### src/rtl/bus_arbiter.sv
// bus_arbiter: round-robin arbiter handing the shared system bus to one of
// NUM_MASTER masters. Requests and grants are active-low.
//
// Optional feature: define BUS_ARB_TIMEOUT_EN to enable the hold counter,
// which forces a handover after TIMEOUT_CYCLES consecutive grant cycles
// whenever another master is waiting. Without the macro the owner keeps
// the bus until it releases, and timeout is tied to 0.

module bus_arbiter #(
    parameter int NUM_MASTER     = 4,
    parameter int TIMEOUT_CYCLES = 16
) (
    input  logic                          clk,
    input  logic                          reset,
    input  logic [NUM_MASTER-1:0]         m_reqn,
    output logic [NUM_MASTER-1:0]         m_grntn,
    output logic [$clog2(NUM_MASTER)-1:0] owner,
    output logic                          busy,
    output logic                          timeout
);

    localparam int IDX_W = $clog2(NUM_MASTER);

    // Elaboration guard: the modulo search relies on a power-of-two count,
    // and the hold counter is only 8 bits wide.
    if ((NUM_MASTER < 2) || (NUM_MASTER > 8) ||
        ((NUM_MASTER & (NUM_MASTER - 1)) != 0)) begin : g_bad_num_master
        $error("bus_arbiter: NUM_MASTER must be a power of two in 2..8");
    end
    if ((TIMEOUT_CYCLES < 2) || (TIMEOUT_CYCLES > 255)) begin : g_bad_timeout
        $error("bus_arbiter: TIMEOUT_CYCLES must be in 2..255");
    end

    typedef enum logic {
        IDLE  = 1'b0,
        GRANT = 1'b1
    } state_t;

    state_t                state;
    state_t                state_nxt;
    logic [IDX_W-1:0]      ptr;
    logic [IDX_W-1:0]      ptr_nxt;
    logic [IDX_W-1:0]      owner_q;
    logic [IDX_W-1:0]      owner_nxt;
    logic [NUM_MASTER-1:0] grntn_q;
    logic [NUM_MASTER-1:0] grntn_nxt;

    logic [NUM_MASTER-1:0] req;
    logic [NUM_MASTER-1:0] other_req;
    logic [NUM_MASTER-1:0] search_req;
    logic [IDX_W-1:0]      sel;
    logic                  owner_release;
    logic                  hold_expired;
    logic                  force_handover;

    // One-hot decode of a master index.
    function automatic logic [NUM_MASTER-1:0] onehot(input logic [IDX_W-1:0] idx);
        logic [NUM_MASTER-1:0] v;
        v      = '0;
        v[idx] = 1'b1;
        return v;
    endfunction

    // First set bit of req, scanning start, start+1, ... with natural
    // wrap because the index width exactly covers NUM_MASTER.
    function automatic logic [IDX_W-1:0] pick_first(input logic [NUM_MASTER-1:0] r,
                                                    input logic [IDX_W-1:0]      start);
        logic             found;
        logic [IDX_W-1:0] idx;
        logic [IDX_W-1:0] res;
        found = 1'b0;
        res   = start;
        for (int i = 0; i < NUM_MASTER; i++) begin
            idx = start + IDX_W'(i);
            if (!found && r[idx]) begin
                res   = idx;
                found = 1'b1;
            end
        end
        return res;
    endfunction

    // Active-high request view; the current owner is masked out so it is
    // never re-selected on its own release or forced-handover cycle.
    always_comb begin
        req        = ~m_reqn;
        other_req  = req & ~onehot(owner_q);
        search_req = (state == IDLE) ? req : other_req;
        sel        = pick_first(search_req, ptr);
        owner_release  = m_reqn[owner_q];
        force_handover = hold_expired && (|other_req);
    end

`ifdef BUS_ARB_TIMEOUT_EN
    localparam logic [7:0] HOLD_LIMIT = 8'(TIMEOUT_CYCLES - 1);

    logic [7:0] hold_cnt;
    logic       new_grant;
    logic       timeout_q;

    assign hold_expired = (state == GRANT) && (hold_cnt == HOLD_LIMIT);
    assign new_grant    = (state_nxt == GRANT) &&
                          ((state == IDLE) || (owner_nxt != owner_q));

    // Hold counter: restarts on every fresh grant, counts grant cycles and
    // parks at the limit so a late-arriving requester is served promptly.
    always_ff @(posedge clk or posedge reset) begin
        if (reset) begin
            hold_cnt <= 8'd0;
        end else if (new_grant) begin
            hold_cnt <= 8'd0;
        end else if ((state == GRANT) && (hold_cnt != HOLD_LIMIT)) begin
            hold_cnt <= hold_cnt + 8'd1;
        end
    end

    // Timeout pulse is registered alongside the forced grant change.
    always_ff @(posedge clk or posedge reset) begin
        if (reset) begin
            timeout_q <= 1'b0;
        end else begin
            timeout_q <= force_handover;
        end
    end

    assign timeout = timeout_q;
`else
    assign hold_expired = 1'b0;
    assign timeout      = 1'b0;
`endif

    // Next-state and next-grant decision for the IDLE/GRANT machine.
    always_comb begin
        state_nxt = state;
        ptr_nxt   = ptr;
        owner_nxt = owner_q;
        grntn_nxt = grntn_q;
        unique case (state)
            IDLE: begin
                if (|req) begin
                    state_nxt = GRANT;
                    owner_nxt = sel;
                    ptr_nxt   = sel + IDX_W'(1);
                    grntn_nxt = ~onehot(sel);
                end
            end
            GRANT: begin
                if (owner_release || force_handover) begin
                    if (|other_req) begin
                        owner_nxt = sel;
                        ptr_nxt   = sel + IDX_W'(1);
                        grntn_nxt = ~onehot(sel);
                    end else begin
                        state_nxt = IDLE;
                        grntn_nxt = '1;
                    end
                end
            end
            default: begin
                state_nxt = IDLE;
                grntn_nxt = '1;
            end
        endcase
    end

    // State, pointer, owner and grant registers; reset drops any grant at once.
    always_ff @(posedge clk or posedge reset) begin
        if (reset) begin
            state   <= IDLE;
            ptr     <= '0;
            owner_q <= '0;
            grntn_q <= '1;
        end else begin
            state   <= state_nxt;
            ptr     <= ptr_nxt;
            owner_q <= owner_nxt;
            grntn_q <= grntn_nxt;
        end
    end

    assign m_grntn = grntn_q;
    assign owner   = owner_q;
    assign busy    = (state == GRANT);

endmodule
### config.mk
export PLATFORM = sky130hd
export DESIGN_NAME = bus_arbiter
export DESIGN_NICKNAME = d
export VERILOG_FILES = /design/src/rtl/bus_arbiter.sv
export SDC_FILE = /design/constraint.sdc
export NUM_CORES = 1
export LEC_CHECK = 0
export CORE_AREA = 2 2 44 67
export CTS_CLUSTER_SIZE = 10
export DETAILED_ROUTE_END_ITERATION = 6
export DIE_AREA = 0 0 46 69
export GPL_ROUTABILITY_DRIVEN = 0
export PLACE_DENSITY = 0.56
export SETUP_SLACK_MARGIN = 0.4
export SLEW_MARGIN = 20
export SYNTH_ARGS = -nofsm -noshare
export SYNTH_HDL_FRONTEND = slang
export SYNTH_SLANG_ARGS = --single-unit
export TNS_END_PERCENT = 30
### constraint.sdc
create_clock -name clk -period 4.3 [get_ports clk]
set_clock_uncertainty 0.2 [all_clocks]
set_input_delay 0.645 -clock clk [delete_from_list [all_inputs] [get_ports clk]]
set_output_delay 0.645 -clock clk [all_outputs]
set_load 0.01 [all_outputs]
# Yosys cells after proc, flatten, opt, wreduce, memory -nomap -nowiden
# Index checks and enable logic that the tools add are counted.
dict set report totals {
  in_bits 6
  elab_cells 73
  mem_bits_rw 0
  mem_count 0
  out_inout_bits 8
  regBits 9
  latchBits 0
  mem_bits_ro 0
}
dict set report classes {
  mux 37
  n_eq_ne 3
  n_addsub 4
  magnitude_cmp 8
  n_shift 0
  div_mod_pow 0
  bitwise_logic 5
  mul 0
  n_reduce_logical 12
}
# op n
set op_table {}
lappend op_table {{< comparator 2 x 3 -> 1 bit (second input constant)} 6}
lappend op_table {{two-way mux 2 bit} 9}
lappend op_table {{two-way mux 4 bit} 4}
lappend op_table {{two-way mux 1 bit} 13}
lappend op_table {{NOT 4 bit} 3}
lappend op_table {{binary-select mux 1 bit (select 2 bit)} 5}
lappend op_table {{one-hot mux 2 bit (2 select lines)} 2}
lappend op_table {{one-hot mux 4 bit (2 select lines)} 1}
lappend op_table {{OR reduction 4 bit} 2}
lappend op_table {{!= test 2 x 1 -> 1 bit (second input constant)} 3}
lappend op_table {{logical AND 1 bit} 5}
lappend op_table {{adder 2 x 1 -> 2 bit (second input constant)} 2}
lappend op_table {{adder 2 bit (second input constant)} 2}
lappend op_table {{AND 4 bit} 1}
lappend op_table {{demux 1 bit (select 2 bit)} 2}
lappend op_table {{greater-or-equal comparator 2 x 1 -> 1 bit (second input constant)} 2}
lappend op_table {{zero test 1 bit} 3}
lappend op_table {{AND reduction 3 bit} 1}
lappend op_table {{one-hot mux 1 bit (2 select lines)} 1}
lappend op_table {{AND reduction 2 bit} 1}
lappend op_table {{NOT 1 bit} 1}

# Longest topological paths before layout
# Gate-level depths: netlist (run 1).
dict set report logic_depth {
  ltp_word 27
  mapped_depth 6
  ltp_nobuf 5
}

# Worst setup path before layout (run 1)
# No wires, ideal clock.
dict set report synth_path {
  path_kind {input to register}
  start {input port m_reqn[3]}
  end {register grntn_q[0] (netlist: m_grntn[0])}
  required_time_ps 4017
  path_buffers 1
  arrival_ps 2025
  setup_slack_ps 1992
  setup_time_ps 83
  stages 6
  path_cell_list {buf_6 > mux2_4 > a32o_2 > a221oi_4 > nor2_2 > o32a_1}
}
dict set report synth_between {
  elab_chain_len 23
  word_cells_on_any_way 40
  cone_classes {order compare (2); eq/ne (2); mux (23); bitwise (3); reduce/logical (10)}
}
# item line_no
set synth_rtl {}
lappend synth_rtl {{start, declared} 15} ;# input logic [NUM_MASTER-1:0] m_reqn,
lappend synth_rtl {{NOT 4 bit} 86} ;# req = ~m_reqn;
lappend synth_rtl {{AND 4 bit} 87} ;# other_req = req & ~onehot(owner_q);
lappend synth_rtl {{two-way mux 4 bit} 88} ;# search_req = (state == IDLE) ? req : other_req;
lappend synth_rtl {{binary-select mux 1 bit (select 2 bit)} 75} ;# if (!found && r[idx]) begin
lappend synth_rtl {{two-way mux 1 bit (not written as such)} 75}
lappend synth_rtl {{two-way mux 1 bit} 75}
lappend synth_rtl {{zero test 1 bit} 75}
lappend synth_rtl {{logical AND 1 bit} 75}
lappend synth_rtl {{[... 7 more ...]} -}
lappend synth_rtl {{< comparator 2 x 3 -> 1 bit (not written as such) or greater-or-equal comparator 2 x 1 -> 1 bit (tied branches)} 60} ;# v[idx] = 1'b1;
lappend synth_rtl {{logical AND 1 bit (not written as such)} 60}
lappend synth_rtl {{two-way mux 1 bit (not written as such)} 60}
lappend synth_rtl {{demux 1 bit (select 2 bit)} 60}
lappend synth_rtl {{NOT 4 bit} {144, 152}}
lappend synth_rtl {{two-way mux 4 bit} 149} ;# if (|other_req) begin
lappend synth_rtl {{two-way mux 4 bit} 148} ;# if (owner_release || force_handover) begin
lappend synth_rtl {{one-hot mux 4 bit (2 select lines)} 138} ;# unique case (state)
lappend synth_rtl {{end signal, assigned} 177} ;# grntn_q <= grntn_nxt;
lappend synth_rtl {{end, declared} 45} ;# logic [NUM_MASTER-1:0] grntn_q;
# Parallel ways exist; a longest one is shown, timed or not. The select of a mux whose other input is x is not followed.
# A chain may end at the register's enable or synchronous reset.

# Worst setup path after layout (run 1)
# Ends and elaborated chain as after synthesis.

==> qor.csv, run 1 <==
stage;metric;value;unit
synthesis;Ys Warns;0;
die;IO Count;14;
synthesis;Syn Nets;88;
timing;Final Slew Violations;0;
synthesis;post-synthesis mux area share;7.38;%
grt;Total GRT Usage;12.4;%
synthesis;Synth async-reset ratio;100;%
timing;RSZ-0062 raised after global routing;no;
grt;first-pass GRT wire length;2.94;mm
timing;period utilization;62.3;%
synthesis;simple-gate portion of the synthesized area;22.3;%
min_path;Hold Path Class;register to register;
setup_path;Crit Path Category;input port to register;
grt;largest net degree at the start of global routing;16;
detailed_routing;Via density;5.83;
synthesis;main combinational cell family by area after synthesis;compound AO/OA/AOI/OAI gates;
timing;setup TNS;0;ns
detailed_routing;Initial DRT Pass Iterations;4;
timing;Final Hold Fails;0;
synthesis;Post-Syn Area;746;sq um
clock_tree;Clk pin slew, worst setup/hold paths;0.04;ns
synthesis;Adder-Cell Fraction of Synth Area;0;%
timing;Max-slew headroom;63.3;%
detailed_routing;DRC;0;
outcome;status;finished clean;
synthesis;post-synthesis cell type count;38;
synthesis;Compound-Gate Fraction of Synth Area;29.0;%
detailed_routing;total vias in the final route;670;
die;Core Rows;23;
synthesis;ys flop type;dfrtp_1;
detailed_routing;post-DR wirelength/cell;15.9;um
setup_path;crit-path cells;clkdlybuf4s50_1 > mux2_4 > a32o_2 > a221oi_4 > nor2_2 > o32a_1;
setup_path;Worst path slowest cell;clkdlybuf4s50_1;
die;die footprint;3170;sq um
setup_path;critical path endpoint category;register;
setup_path;WP data required;4.25;ns
final_layout;ant diodes;0;
synthesis;Post-Syn Instances;82;
setup_path;worst-path fanout max;9;
synthesis;number of synthesized flops with an enable pin;0;
clock_tree;clock sink count;9;
grt;vias in the first global route;658;
grt;GRT Residual Overflow;0;
grt;initial antenna violation count;0;
clock_tree;H-tree depth;1;
timing;Tmin final;2.68;ns
final_layout;Final nets;97;
synthesis;top post-synthesis cells by area;dfrtp_1 17%, dfstp_2 14%, mux2i_1 5.4%;
synthesis;synth cell count leaders;5 x dfrtp_1, 5 x inv_1;
die;Die H;69;um
detailed_routing;final WL;1.83;mm
synthesis;Synth Area in XOR/XNOR;0;%
detailed_routing;DRT iter0 DRCs;16;
final_layout;fraction of layout cells with a size suffix above 1;15.6;%
die;die width;46;um
timing;Final WS setup;1.62;ns
synthesis;Yosys reg bits;9;
power_and_ir_drop;Leak;0.351;nW
clock_tree;cts bufs inserted;3;
setup_path;CP Buf/Inv Count;1;
power_and_ir_drop;Max VDD drop;0.268;mV
setup_path;Top Family by Delay on Critical Path;compound AO/OA/AOI/OAI gates;
timing;Max Clk Rate;0.373;GHz
placement;port bufs;12;
final_layout;cell area after layout;887;sq um
timing;Worst-Margin Slew;0.551;ns
die;Initial Utilization;28.8;%
synthesis;Syn Area/Cell;9.09;sq um
clock_tree;CTS Hold Bufs;0;
clock_tree;TritonCTS clock tree;yes;
setup_path;CP Launch Type;input port;
die;core area;2590;sq um
final_layout;Fillers;269;
clock_tree;worst-case clock buffer depth;2;
placement;Post-DP Area;842;sq um
final_layout;area grow syn2layout;19.0;%
timing;hold slack;0.311;ns
setup_path;worst path arrival time;2.63;ns
placement;pre-CTS WS;1.39;ns
power_and_ir_drop;Tot Pwr;0.625;mW
power_and_ir_drop;Power per Cell Area;704;nW/um^2
synthesis;leading area contributor after synthesis;dfrtp_1;
placement;post-DP HPWL;1.29;mm
setup_path;Crit path largest cell delay;0.57;ns
clock_tree;postcts setup bufs;0;
clock_tree;worst skew pair latency;0.23;ns
timing;Final setup viols;0;
synthesis;post-synth top area share;16.8;%
run;Max Cap Viol;0;
synthesis;Seq/Total Area, Yosys;30.9;%
clock_tree;Clock Tree Root;clkbuf_8;
detailed_routing;Post-DRT Antenna Nets;0;
clock_tree;post-CTS sizing;0;
## path summary, 6_finish.rpt
path                                   startpoint                      to  slack (ns)  depth (start not counted)
min                        m_grntn[1]$_DFFE_PP1P_  m_grntn[1]$_DFFE_PP1P_        0.31                          1
max in group asynchronous                   reset  m_grntn[0]$_DFFE_PP1P_        3.12                          2
min in group asynchronous                   reset          busy$_DFF_PP0_        0.47                          2
max reg2reg                  owner[1]$_DFFE_PP0P_  m_grntn[0]$_DFFE_PP1P_        1.91                          5
max                                     m_reqn[3]  m_grntn[0]$_DFFE_PP1P_        1.62                          6
min reg2reg                m_grntn[1]$_DFFE_PP1P_  m_grntn[1]$_DFFE_PP1P_        0.31                          1
## worst reg2reg max path, stage by stage (launching register included)
cell and delay [ns]:
dfrtp_1 0.68, mux2_4 0.36, a32o_2 0.28, a221oi_4 0.36
nor2_2 0.07, o32a_1 0.35
## cell usage in the layout (no fill, tap or decap), drive strengths merged, types with 4 or more instances in the layout
cell type      count
clkdlybuf4s50     12
o21ai              6
inv                5
dfrtp              5
nor2b              4
mux2i              4
a21oi              4
dfstp              4
clkbuf             4
## state kept, by name, summed over array words and instances (netlist names)
signal / count
busy: 1
owner: 2
m_grntn: 4
ptr: 2
## per-layer routing
layer	wire length, um	track usage, %
met5	0	0
met4	50	7.62
met3	60	1.57
met2	952	20.1
met1	765	14.5
## power breakdown
group | total [mW] | internal (mW) | switching (mW) | leakage, nW
Combinational | 0.340 | 0.172 | 0.168 | 0.230
Clock | 0.0970 | 0.0645 | 0.0326 | 0.0228
Sequential | 0.188 | 0.127 | 0.0606 | 0.0977
Total | 0.625 | 0.363 | 0.261 | 0.351
## cell families (layout without fill, tap and decap cells)
group	Yosys count	count (layout)
compound gates	27	27
buf+inv	13	21
flops	9	9
mux	5	5
other cells	1	1
simple gates	27	27
## layout make-up
type | instances | area (sq um) | area share (%)
tap | 25 | 31.3 | 3.53
clock buffer | 4 | 45.0 | 5.08
inverter | 5 | 18.8 | 2.12
multi-input combinational | 60 | 442 | 49.8
timing repair buffer | 12 | 120 | 13.5
sequential | 9 | 230 | 26.0
## per-stage QoR
stage / util [%] / std cells
5_1_grt: 34.3 / 115
2_1_floorplan: - / 82
6_report: 34.3 / 115
3_5_place_dp: 32.5 / 111
3_3_place_gp: 32.5 / 111
4_1_cts: 34.3 / 115
Note: power is estimated with default switching activity, not from simulation.
==> run 2: changes to the inputs <==
- clock period: 4.3 -> 2.8 ns (I/O delays scaled with it)
==> qor.csv, run 2 (synthesis gave the netlist of run 1 again) <==
stage;metric;value;unit
timing;RSZ-0062 raised after global routing;no;
setup_path;Top Family by Delay on Critical Path;compound AO/OA/AOI/OAI gates;
power_and_ir_drop;sw frac;41.1;%
setup_path;Crit path largest cell delay;0.48;ns
setup_path;FF-to-FF setup slack;0.58;ns
setup_path;Crit Path Category;input port to register;
timing;period utilization;82.9;%
detailed_routing;post-DR wirelength/cell;14.9;um
final_layout;fraction of layout cells with a size suffix above 1;19.4;%
setup_path;CP Buf/Inv Count;1;
timing;Final setup viols;0;
die;die footprint;3170;sq um
timing;setup TNS;0;ns
clock_tree;TritonCTS clock tree;yes;
timing;Max Clk Rate;0.431;GHz
clock_tree;postcts setup bufs;0;
power_and_ir_drop;Comb pwr share;57.7;%
setup_path;Reg-to-Reg Start;owner[1]$_DFFE_PP0P_;
final_layout;Final nets;100;
placement;port bufs;12;
power_and_ir_drop;Tot Pwr;0.973;mW
final_layout;most frequent cells in the layout;11 x clkdlybuf4s50_1, 5 x inv_1, 5 x dfrtp_1;
clock_tree;Clk pin slew, worst setup/hold paths;0.04;ns
clock_tree;clock sink count;9;
grt;largest net degree at the start of global routing;14;
outcome;status;finished clean;
setup_path;CP Launch Type;input port;
setup_path;Levels on crit path;6;
setup_path;Worst path slowest cell;clkdlybuf4s50_1;
grt;initial antenna violation count;0;
setup_path;worst-path fanout max;5;
final_layout;utilization after layout;35.5;%
detailed_routing;DRC;0;
timing;Final Slew Violations;0;
final_layout;area grow syn2layout;23.3;%
setup_path;reg2reg path depth;6;
detailed_routing;final WL;1.76;mm
clock_tree;worst skew pair latency;0.23;ns
power_and_ir_drop;Flop pwr share;27.1;%
power_and_ir_drop;switching power total;0.400;mW
detailed_routing;Via density;5.52;
power_and_ir_drop;Leak;0.376;nW
timing;Final Hold Fails;0;
grt;GRT Residual Overflow;0;
die;core area;2590;sq um
grt;Total GRT Usage;12.3;%
die;Die H;69;um
timing;Tmin final;2.32;ns
clock_tree;cts bufs inserted;3;
grt;vias in the first global route;623;
detailed_routing;DRT iter0 DRCs;7;
detailed_routing;Initial DRT Pass Iterations;4;
setup_path;crit path from;m_reqn[1];
die;die width;46;um
final_layout;ant diodes;0;
setup_path;worst path arrival time;2.28;ns
setup_path;WP data required;2.76;ns
die;Core Rows;23;
detailed_routing;total vias in the final route;651;
final_layout;commonest non-fill, non-tap cell in the layout;clkdlybuf4s50_1;
die;Initial Utilization;28.8;%
setup_path;critical path endpoint category;register;
setup_path;Setup crit end;m_grntn[1]$_DFFE_PP1P_;
final_layout;max reg flops;4;
run;Max Cap Viol;0;
grt;first-pass GRT wire length;2.83;mm
min_path;Hold Path Class;input port to asynchronous set/reset pin;
placement;post-DP HPWL;1.32;mm
clock_tree;Clock Tree Root;clkbuf_8;
clock_tree;H-tree depth;1;
die;IO Count;14;
power_and_ir_drop;Max VDD drop;0.448;mV
power_and_ir_drop;internal power;0.573;mW
power_and_ir_drop;Power per Cell Area;1060;nW/um^2
setup_path;crit-path cells;clkdlybuf4s50_1 > mux2_4 > a32o_2 > a221oi_4 > nor2_2 > o32a_1;
clock_tree;worst-case clock buffer depth;2;
detailed_routing;Post-DRT Antenna Nets;0;
setup_path;r2r endpoint;m_grntn[1]$_DFFE_PP1P_;
power_and_ir_drop;Clk network pwr share;15.2;%
## run 2: worst min path at each step
stage	cells past startpoint	slack, ns	end
detailed placement	1	0.31	m_grntn[0]$_DFFE_PP1P_
CTS	2	0.25	owner[0]$_DFFE_PP0P_
finish	2	0.25	owner[1]$_DFFE_PP0P_
global placement	1	0.31	m_grntn[1]$_DFFE_PP1P_
floorplan	1	0.05	busy$_DFF_PP0_
global route	2	0.30	busy$_DFF_PP0_
## run 2: area by class of cell
cell class	instances	area, sq um
well taps	25	31.3
flip-flops and latches	9	230
inverters	5	18.8
clock buffers	4	45.0
repair buffers	15	145
fillers	274	1670
multi-input cells	60	449
## run 2: metal layers
metal,wire length (um),global-route usage [%],part of all wire [%]
met5,0,0,0
met1,734,13.5,42
met2,929,19.8,53
met4,60,9.52,3.4
met3,31,1.57,1.8
## run 2: power by group through the flow
| stage | registers [mW] | clock network [mW] | logic, mW |
|---|---|---|---|
| detailed placement | 0.264 | 0 | 0.549 |
| floorplan | 0.256 | 0 | 0.400 |
| global route | 0.275 | 0.159 | 0.616 |
| CTS | 0.263 | 0.156 | 0.553 |
| global placement | 0.265 | 0 | 0.549 |
| finish | 0.263 | 0.148 | 0.561 |
## run 2: through the flow
step                worst slack [ns]  hold slack (ns)  std cells  cell area [sq um]
finish                         0.478            0.246        118                920
global route                   0.402            0.303        118                920
CTS                            0.479            0.249        118                910
detailed placement             0.240            0.309        114                865
global placement               0.261            0.309        114                865
floorplan                      0.717           0.0451         82                746
## run 2: what timing repair did
item                                    in CTS  in global routing
endpoints found under the setup margin       0                  3
resized for setup                            0                  2
endpoints found under the hold margin        0                  0
hold buffers                                 0                  0
==> run 3: changes to the inputs <==
- PLACE_DENSITY: 0.56 -> 0.58
- clock period: 2.8 -> 1.9 ns (I/O delays scaled with it)
==> qor.csv, run 3 (synthesis gave the netlist of run 1 again) <==
stage;metric;value;unit
outcome;status;finished, violations left;
outcome;failing checks;negative setup slack;
final_layout;ant diodes;0;
run;Max Cap Viol;0;
timing;Final setup viols;8;
detailed_routing;post-DR wirelength/cell;14.6;um
power_and_ir_drop;Tot Pwr;1.72;mW
power_and_ir_drop;Power per Cell Area;1570;nW/um^2
die;IO Count;14;
setup_path;Reg-to-Reg Start;owner[1]$_DFFE_PP0P_;
die;Initial Utilization;28.8;%
grt;largest net degree at the start of global routing;12;
final_layout;Reg area;234;sq um
clock_tree;TritonCTS clock tree;yes;
clock_tree;postcts setup bufs;0;
final_layout;max reg flops;4;
timing;hold slack;0.104;ns
setup_path;worst-path fanout max;4;
final_layout;fraction of layout cells with a size suffix above 1;45.1;%
setup_path;FF-to-FF setup slack;-0.12;ns
placement;dpl cells;134;
timing;Tmin final;2.02;ns
setup_path;reg2reg path depth;5;
clock_tree;worst skew pair latency;0.23;ns
timing;Final Hold Fails;0;
timing;period utilization;107;%
clock_tree;clock sink count;9;
placement;post-DP HPWL;1.55;mm
setup_path;crit-path cells;mux2_4 > a32o_2 > a221oi_4 > or2_4 > mux2i_1;
setup_path;CP Launch Type;register;
timing;RSZ-0062 raised after global routing;yes;
detailed_routing;Via density;5.53;
clock_tree;Clock Tree Root;clkbuf_8;
grt;GRT Residual Overflow;0;
setup_path;crit path from;owner[1]$_DFFE_PP0P_;
detailed_routing;final WL;2.01;mm
clock_tree;worst-case clock buffer depth;2;
clock_tree;CTS Hold Bufs;0;
clock_tree;cts bufs inserted;3;
timing;Max Clk Rate;0.494;GHz
grt;first-pass GRT wire length;3.52;mm
final_layout;multi-input logic area;487;sq um
detailed_routing;Initial DRT Pass Iterations;4;
detailed_routing;total vias in the final route;763;
detailed_routing;DRC;0;
clock_tree;Clk pin slew, worst setup/hold paths;0.04;ns
detailed_routing;DRT iter0 DRCs;9;
grt;initial antenna violation count;0;
final_layout;Final nets;120;
grt;vias in the first global route;779;
placement;pre-CTS WS;-0.462;ns
timing;Final WS setup;-0.125;ns
power_and_ir_drop;Leak;0.495;nW
final_layout;Fillers;271;
die;Core Rows;23;
setup_path;Crit path largest cell delay;0.43;ns
setup_path;Worst path slowest cell;dfrtp_2;
setup_path;worst path arrival time;1.97;ns
placement;port bufs;12;
final_layout;most frequent cells in the layout;21 x buf_4, 5 x inv_1;
grt;Total GRT Usage;14.6;%
final_layout;area grow syn2layout;47.1;%
setup_path;WP data required;1.85;ns
die;die width;46;um
detailed_routing;Post-DRT Antenna Nets;0;
final_layout;post-layout instance count excluding filler cells;138;
power_and_ir_drop;Max VDD drop;0.767;mV
setup_path;Crit Path Category;register to register;
die;Die H;69;um
final_layout;commonest non-fill, non-tap cell in the layout;buf_4;
die;core area;2590;sq um
min_path;Hold Path Class;input port to asynchronous set/reset pin;
clock_tree;H-tree depth;1;
die;die footprint;3170;sq um
timing;Final Slew Violations;0;
setup_path;critical path endpoint category;register;
run 3: cell count changes in the layout (fill, tap and decap cells not counted), moves of 3 or more:
cell	before	now
dlygate4sd2_1	0	3
dfrtp_2	0	3
buf_4	3	21
clkdlybuf4s50_1	11	2
dfrtp_1	5	2
clkbuf_2	0	4
run 3: critical path, delay by kind of cell (launching register included):
family / cells / cell delay (ns)
AOI/OAI and AO/OA: 2 / 0.61
muxes: 2 / 0.50
DFF: 1 / 0.43
and+or+nand+nor: 1 / 0.21
run 3: layer usage:
metal	routed length, um	GRT usage, %
met2	1060	22.7
met1	829	17.9
met5	0	0
met3	61	1.83
met4	60	9.21
run 3: power by group:
part / switching, mW / internal (mW) / total, mW
registers: 0.0892 / 0.294 / 0.383
clock network: 0.0727 / 0.146 / 0.219
logic: 0.513 / 0.602 / 1.12
total: 0.675 / 1.04 / 1.72
run 3: path summary, 6_finish.rpt:
path | endpoint
min | ptr[1]$_DFFE_PP0P_
min in group clk | m_grntn[1]$_DFFE_PP1P_
min reg2reg | m_grntn[1]$_DFFE_PP1P_
max in group asynchronous | m_grntn[2]$_DFFE_PP1P_
max | owner[0]$_DFFE_PP0P_
max reg2reg | owner[0]$_DFFE_PP0P_
run 3: final cells by class:
| type | count | area share, % |
|---|---|---|
| Clock buffer | 4 | 4.10 |
| Tap cell | 25 | 2.85 |
| Inverter | 5 | 1.71 |
| Sequential cell | 9 | 21.3 |
| Multi-Input combinational cell | 60 | 44.4 |
| Timing Repair Buffer | 35 | 25.7 |
run 3: metrics by stage:
stage | instance area [sq um] | TNS, ns | util [%]
4_1_cts | 1090 | -0.883 | 42.3
5_1_grt | 1100 | -1.27 | 42.4
6_report | 1100 | -0.707 | 42.4
2_1_floorplan | 748 | -0.213 | -
3_3_place_gp | 1020 | -3.14 | 39.2
3_5_place_dp | 1020 | -3.40 | 39.2
run 3: timing repair:
| action | CTS | global route |
|---|---|---|
| setup endpoints to repair | 15 | 14 |
| pin swaps | 3 | 3 |
| resized for setup | 19 | 14 |
| cloned | 0 | 0 |
